==> src/rtl/axi_stream_strip_header.sv <==
// Strips a per-packet header of H bytes (0..W) from the front of an MSB-first byte stream,
// emitting the header on its own channel and the realigned payload with one cycle of latency.
module axi_stream_strip_header #(
  parameter int unsigned DATA_WD      = 32,
  parameter int unsigned DATA_BYTE_WD = DATA_WD / 8
) (
  input  logic                                   clk,
  input  logic                                   rst_n,
  input  logic                                   valid_in,
  output logic                                   ready_in,
  input  logic [DATA_WD-1:0]                     data_in,
  input  logic [DATA_BYTE_WD-1:0]                keep_in,
  input  logic                                   last_in,
  input  logic                                   valid_len,
  output logic                                   ready_len,
  input  logic [$clog2(DATA_BYTE_WD+1)-1:0]      len_in,
  output logic                                   valid_hdr,
  input  logic                                   ready_hdr,
  output logic [DATA_WD-1:0]                     header_out,
  output logic [DATA_BYTE_WD-1:0]                keep_hdr,
  output logic                                   valid_out,
  input  logic                                   ready_out,
  output logic [DATA_WD-1:0]                     data_out,
  output logic [DATA_BYTE_WD-1:0]                keep_out,
  output logic                                   last_out
);

  localparam int unsigned LenWidth = $clog2(DATA_BYTE_WD + 1);
  // One spare bit so that R + n (up to 2W) cannot wrap.
  localparam int unsigned CntWidth = LenWidth + 1;
  localparam logic [CntWidth-1:0] BeatBytes = CntWidth'(DATA_BYTE_WD);

  typedef enum logic [1:0] {StWaitLen, StWaitFirst, StStream, StFlush} state_e;

  state_e              state_q;
  logic [CntWidth-1:0] h_q;
  logic [CntWidth-1:0] r_q;
  logic [DATA_WD-1:0]  res_q;  // residue bytes held top-aligned, zeros below

  logic [CntWidth-1:0] n_bytes;
  logic [CntWidth-1:0] r_first;
  logic [CntWidth-1:0] rn_sum;
  logic [DATA_WD-1:0]  in_top_n;
  logic [DATA_WD-1:0]  stream_word;
  logic [DATA_WD-1:0]  last_word;
  logic                out_free;
  logic                in_fire;

  function automatic logic [DATA_BYTE_WD-1:0] top_keep(input logic [CntWidth-1:0] k);
    return ~({DATA_BYTE_WD{1'b1}} >> k);
  endfunction

  function automatic logic [DATA_BYTE_WD-1:0] low_keep(input logic [CntWidth-1:0] k);
    return ~({DATA_BYTE_WD{1'b1}} << k);
  endfunction

  function automatic logic [DATA_WD-1:0] byte_mask(input logic [DATA_BYTE_WD-1:0] k);
    logic [DATA_WD-1:0] m;
    m = '0;
    for (int b = 0; b < DATA_BYTE_WD; b++) begin
      m[b*8 +: 8] = {8{k[b]}};
    end
    return m;
  endfunction

  always_comb begin
    n_bytes = '0;
    for (int b = 0; b < DATA_BYTE_WD; b++) begin
      n_bytes = n_bytes + CntWidth'(keep_in[b]);
    end
  end

  assign r_first     = BeatBytes - h_q;
  assign rn_sum      = r_q + n_bytes;
  assign in_top_n    = data_in & byte_mask(keep_in);
  assign stream_word = res_q | (data_in >> {r_q, 3'b000});
  assign last_word   = res_q | (in_top_n >> {r_q, 3'b000});

  assign out_free  = !valid_out || ready_out;
  assign ready_len = rst_n && (state_q == StWaitLen);
  assign ready_in  = ((state_q == StWaitFirst) || (state_q == StStream)) && out_free &&
                     !(valid_hdr && !ready_hdr);
  assign in_fire   = valid_in && ready_in;

  always_ff @(posedge clk or negedge rst_n) begin
    if (!rst_n) begin
      state_q    <= StWaitLen;
      h_q        <= '0;
      r_q        <= '0;
      res_q      <= '0;
      valid_hdr  <= 1'b0;
      header_out <= '0;
      keep_hdr   <= '0;
      valid_out  <= 1'b0;
      data_out   <= '0;
      keep_out   <= '0;
      last_out   <= 1'b0;
    end else begin
      if (valid_hdr && ready_hdr) valid_hdr <= 1'b0;
      if (valid_out && ready_out) valid_out <= 1'b0;

      unique case (state_q)
        StWaitLen: begin
          if (valid_len) begin
            h_q     <= {1'b0, len_in};
            state_q <= StWaitFirst;
          end
        end

        StWaitFirst: begin
          if (in_fire) begin
            header_out <= data_in >> {r_first, 3'b000};
            keep_hdr   <= low_keep(h_q);
            valid_hdr  <= 1'b1;
            res_q      <= data_in << {h_q, 3'b000};
            r_q        <= r_first;
            if (last_in) begin
              valid_out <= 1'b1;
              last_out  <= 1'b1;
              // A packet no longer than its header still closes with an empty beat.
              if (n_bytes > h_q) begin
                data_out <= in_top_n << {h_q, 3'b000};
                keep_out <= top_keep(n_bytes - h_q);
              end else begin
                data_out <= '0;
                keep_out <= '0;
              end
              state_q <= StWaitLen;
            end else begin
              state_q <= StStream;
            end
          end
        end

        StStream: begin
          if (in_fire) begin
            valid_out <= 1'b1;
            if (!last_in) begin
              data_out <= stream_word;
              keep_out <= '1;
              last_out <= 1'b0;
              res_q    <= data_in << {h_q, 3'b000};
            end else if (rn_sum <= BeatBytes) begin
              data_out <= last_word;
              keep_out <= top_keep(rn_sum);
              last_out <= 1'b1;
              state_q  <= StWaitLen;
            end else begin
              data_out <= stream_word;
              keep_out <= '1;
              last_out <= 1'b0;
              res_q    <= in_top_n << {h_q, 3'b000};
              r_q      <= n_bytes - h_q;
              state_q  <= StFlush;
            end
          end
        end

        StFlush: begin
          if (out_free) begin
            valid_out <= 1'b1;
            data_out  <= res_q;
            keep_out  <= top_keep(r_q);
            last_out  <= 1'b1;
            state_q   <= StWaitLen;
          end
        end

        default: state_q <= StWaitLen;
      endcase
    end
  end

endmodule

==> config.mk <==
export PLATFORM = sky130hd
export DESIGN_NAME = axi_stream_strip_header
export DESIGN_NICKNAME = d
export VERILOG_FILES = /design/src/rtl/axi_stream_strip_header.sv
export SDC_FILE = /design/constraint.sdc
export NUM_CORES = 1
export LEC_CHECK = 0
export ABC_AREA = 1
export CAP_MARGIN = 10
export CORE_MARGIN = 4
export CORE_UTILIZATION = 55
export CTS_CLUSTER_SIZE = 40
export DETAILED_ROUTE_END_ITERATION = 8
export MAX_ROUTING_LAYER = met4
export PLACE_DENSITY = 0.88
export SLEW_MARGIN = 20
export SYNTH_ARGS = -nofsm -noshare
export SYNTH_HDL_FRONTEND = slang
export SYNTH_SLANG_ARGS = --single-unit
export TNS_END_PERCENT = 1
==> constraint.sdc <==
create_clock -name clk -period 6.6 [get_ports clk]
set_clock_uncertainty 0.05 [all_clocks]
set_input_delay 1.32 -clock clk [delete_from_list [all_inputs] [get_ports clk]]
set_output_delay 1.32 -clock clk [all_outputs]
set_load 0.05 [all_outputs]
==> results.cfg <==
[run_status]
status = complete, no violations

[power]
p_per_area_nw_per_um2 = 635
switching_share_pct = 58.5
p_switching_mw = 3.98
clkPwrFrac_pct = 13.0
power.leakage_nw = 4.80
pwr-share-comb_pct = 68.6
vdd_drop_max_mv = 0.471
seq_power_share_pct = 18.4
internal_power_mw = 2.82

[placement]
place_ws_ns = 1.15
dp.cells = 1631
io_buffers = 122
routabilityCongestion = 1.07
postPlaceCellArea_sq_um = 10200
dpl.hpwl_microns = 28500

[floorplan]
die_w_microns = 135
initial_core_util_pct = 56.1
ios = 123
die_y_microns = 135
core_area_sq_um = 15900
die_area_sq_um = 18300
num_rows = 46

[routing]
vias = 11211
dr.pass1.iters = 8
ant_nets = 0
drc = 0
drtIter0Drc = 2105
wl_per_cell_microns = 24.7
routed_wl_microns = 41100
routed_via_density = 6.74

[critical_path]
max_stage_delay_ns = 0.50
crit_buf_inv = 3
cp_max_fo = 40
crit_arrival_ns = 5.30
start_kind = input port
criticalPathCategory = input port to flop
path_delay_family = adder cells
crit_slowest_cell = fa_1
cp-end-kind = flop
crit_required_ns = 6.82
worstPathCellList = clkdlybuf4s50_1 > buf_4 > fa_1 > ha_1 > ha_1 > fa_1 > or2_2 > nand3_1 > nand3_2 > o21ai_4 > inv_2 > nor2_1 > a31oi_1

[sta]
layout_min_cycle_time_ns = 5.08
rsz0062_at_grt = no
period_share_pct = 76.9
maxSlewHeadroom_pct = 35.7
worst_pin_slew_ns = 0.963
hold_viol_final = 0
finalSetupViolations = 0
finalSetupTns_ns = 0
postLayoutSetupSlackWorst_ns = 1.52
slew_violations = 0
fmax_mhz = 197

[yosys]
synth_simple_gate_area_share_pct = 28.5
ys.flop_type = dfrtp_1
synth_cell_types = 47
ys_ff_latch = 116
synthAdderAreaFrac_pct = 2.92
syn_avg_cell_area_sq_um = 6.59
ys_async_sr_fraction_pct = 100
synth_compound_area_share_pct = 25.2
synth.mux.area_fraction_pct = 0.112
synth_top_family_by_area = simple AND/OR/NAND/NOR gates
synthXorXnorAreaFrac_pct = 0.0984
yosysWarnings = 0
ys_seq_area_share_pct = 32.6
synthCells = 1352
synth_fp_nets = 1417
synth-edff-count = 0
syn_area_sq_um = 8900

[final_layout]
drive_gt1_share_pct = 6.84
nFillCells = 1397
area_growth_pct = 20.3
layout_commonest_cell = nand2_1
stdcell_count = 1663
diodes = 0
most-common-layout-cells = nand2_1 (327), nor2_1 (136), o21ai_0 (128), clkdlybuf4s50_1 (121), inv_1 (119)
final_cell_area_sq_um = 10700
nets = 1499

[cts]
cts-hold-fix-buffers = 0
clock_latency_ns = 0.44
cts_made_buffers = 17
cts.path.max_buffers = 2
cts_tree = yes
cts_sinks = 116
ctsResizeCount = 0
root_buffer = clkbuf_16
cts.reportedPaths.clkPinSlew_ns = 0.06
cts_setup_buffers = 0
htree_levels = 4

[global_routing]
grt_usage_pct = 46.4
grt_start_max_net_pins = 63
grt_pass1_wl_microns = 61800
gr-total-overflow = 0
first_global_vias = 10703
antenna_found_initial = 0

[job]
maxCapViolations = 0

[hold_path]
worstHoldPathType = flop to flop
area by class of cell:
| class | instances | area, sq um | area share, % |
|---|---|---|---|
| inverters | 140 | 528 | 4.93 |
| clock buffers | 21 | 470 | 4.39 |
| repair buffers | 147 | 1410 | 13.1 |
| multi-input cells | 1012 | 5050 | 47.2 |
| well taps | 216 | 270 | 2.52 |
| flip-flops and latches | 116 | 2900 | 27.1 |
| clock inverters | 11 | 80.1 | 0.747 |
worst paths after layout:
kind / slack [ns] / depth (start not counted) / end / start
setup reg to reg: 2.77 / 12 / res_q[8] / state_q[0]
hold reg to reg: 0.43 / 2 / header_out[31] / header_out[31]
max in group asynchronous: 4.45 / 2 / h_q[0] / rst_n
hold / removal: 0.43 / 2 / header_out[31] / header_out[31]
min in group asynchronous: 0.79 / 1 / data_out[10] / rst_n
setup / recovery: 1.52 / 13 / res_q[28] / keep_in[3]
synthesized netlist by cell type, types with 4 or more instances:
| master | count | area [sq um] |
|---|---|---|
| a211oi_1 | 12 | 90.1 |
| a21oi_1 | 84 | 420 |
| a22oi_1 | 11 | 82.6 |
| a31oi_1 | 23 | 144 |
| a32oi_1 | 4 | 35.0 |
| buf_1 | 7 | 26.3 |
| buf_2 | 35 | 175 |
| buf_4 | 8 | 60.1 |
| buf_6 | 4 | 45.0 |
| clkbuf_1 | 30 | 113 |
| clkinv_1 | 4 | 15.0 |
| dfrtp_1 | 116 | 2900 |
| ha_1 | 16 | 200 |
| inv_1 | 120 | 450 |
| inv_2 | 15 | 56.3 |
| nand2_1 | 327 | 1230 |
| nand2_2 | 5 | 31.3 |
| nand3_1 | 106 | 531 |
| nand4_1 | 4 | 25.0 |
| nor2_1 | 136 | 510 |
| nor2_2 | 5 | 31.3 |
| nor3_1 | 12 | 60.1 |
| o211ai_1 | 17 | 128 |
| o21ai_0 | 128 | 641 |
| o21ai_1 | 21 | 105 |
| o22ai_1 | 40 | 250 |
| o31ai_1 | 23 | 173 |
| or2_2 | 6 | 37.5 |
metrics by stage:
step                      utilization (%)  power [mW]  hold slack, ns
final                                67.4        6.80           0.433
after global routing                 67.4        7.12           0.451
after CTS                            67.4        6.60           0.432
after detailed placement             64.0        5.72           0.417
after global placement               64.0        5.65           0.407
after floorplan                         -        4.30           0.393
cell families (layout without fill, tap and decap cells):
logic type | count (synthesis) | after routing
AOI/OAI and AO/OA | 381 | 381
muxes | 1 | 1
DFF | 116 | 116
and+or+nand+nor | 610 | 610
xor gates and xnor gates | 1 | 1
adders and majority gates | 19 | 19
buffers and inverters | 224 | 319
power by group through the flow:
stage | Sequential, mW | Combinational (mW) | Clock (mW)
final | 1.25 | 4.67 | 0.884
after global routing | 1.27 | 4.94 | 0.907
after CTS | 1.23 | 4.50 | 0.871
after detailed placement | 1.24 | 4.48 | 0
after global placement | 1.23 | 4.42 | 0
after floorplan | 1.87 | 2.42 | 0
registers in the layout, indices dropped and copies added, names as in the netlist, 2 cells and up:
name	flops
data_out	32
keep_hdr	4
keep_out	4
h_q	3
res_q	32
r_q	4
state_q	2
header_out	32
worst reg2reg max path: stages (launching register included):
cell,delay [ns]
dfrtp_1,0.41
inv_1,0.13
ha_1,0.76
buf_4,0.40
nand2_2,0.36
inv_2,0.59
nor2_4,0.17
inv_2,0.24
nor2_4,0.12
inv_2,0.17
nand2_1,0.07
o21ai_0,0.10
o21ai_0,0.14
layer usage:
metal	part of all wire, %	routed length, microns	GRT usage (%)
met1	34	14100	55.4
met2	43	17900	68.3
met3	13	5530	12.2
met4	8.8	3600	32.1
met5	0	0	-
(Power assumes the default switching activity.)
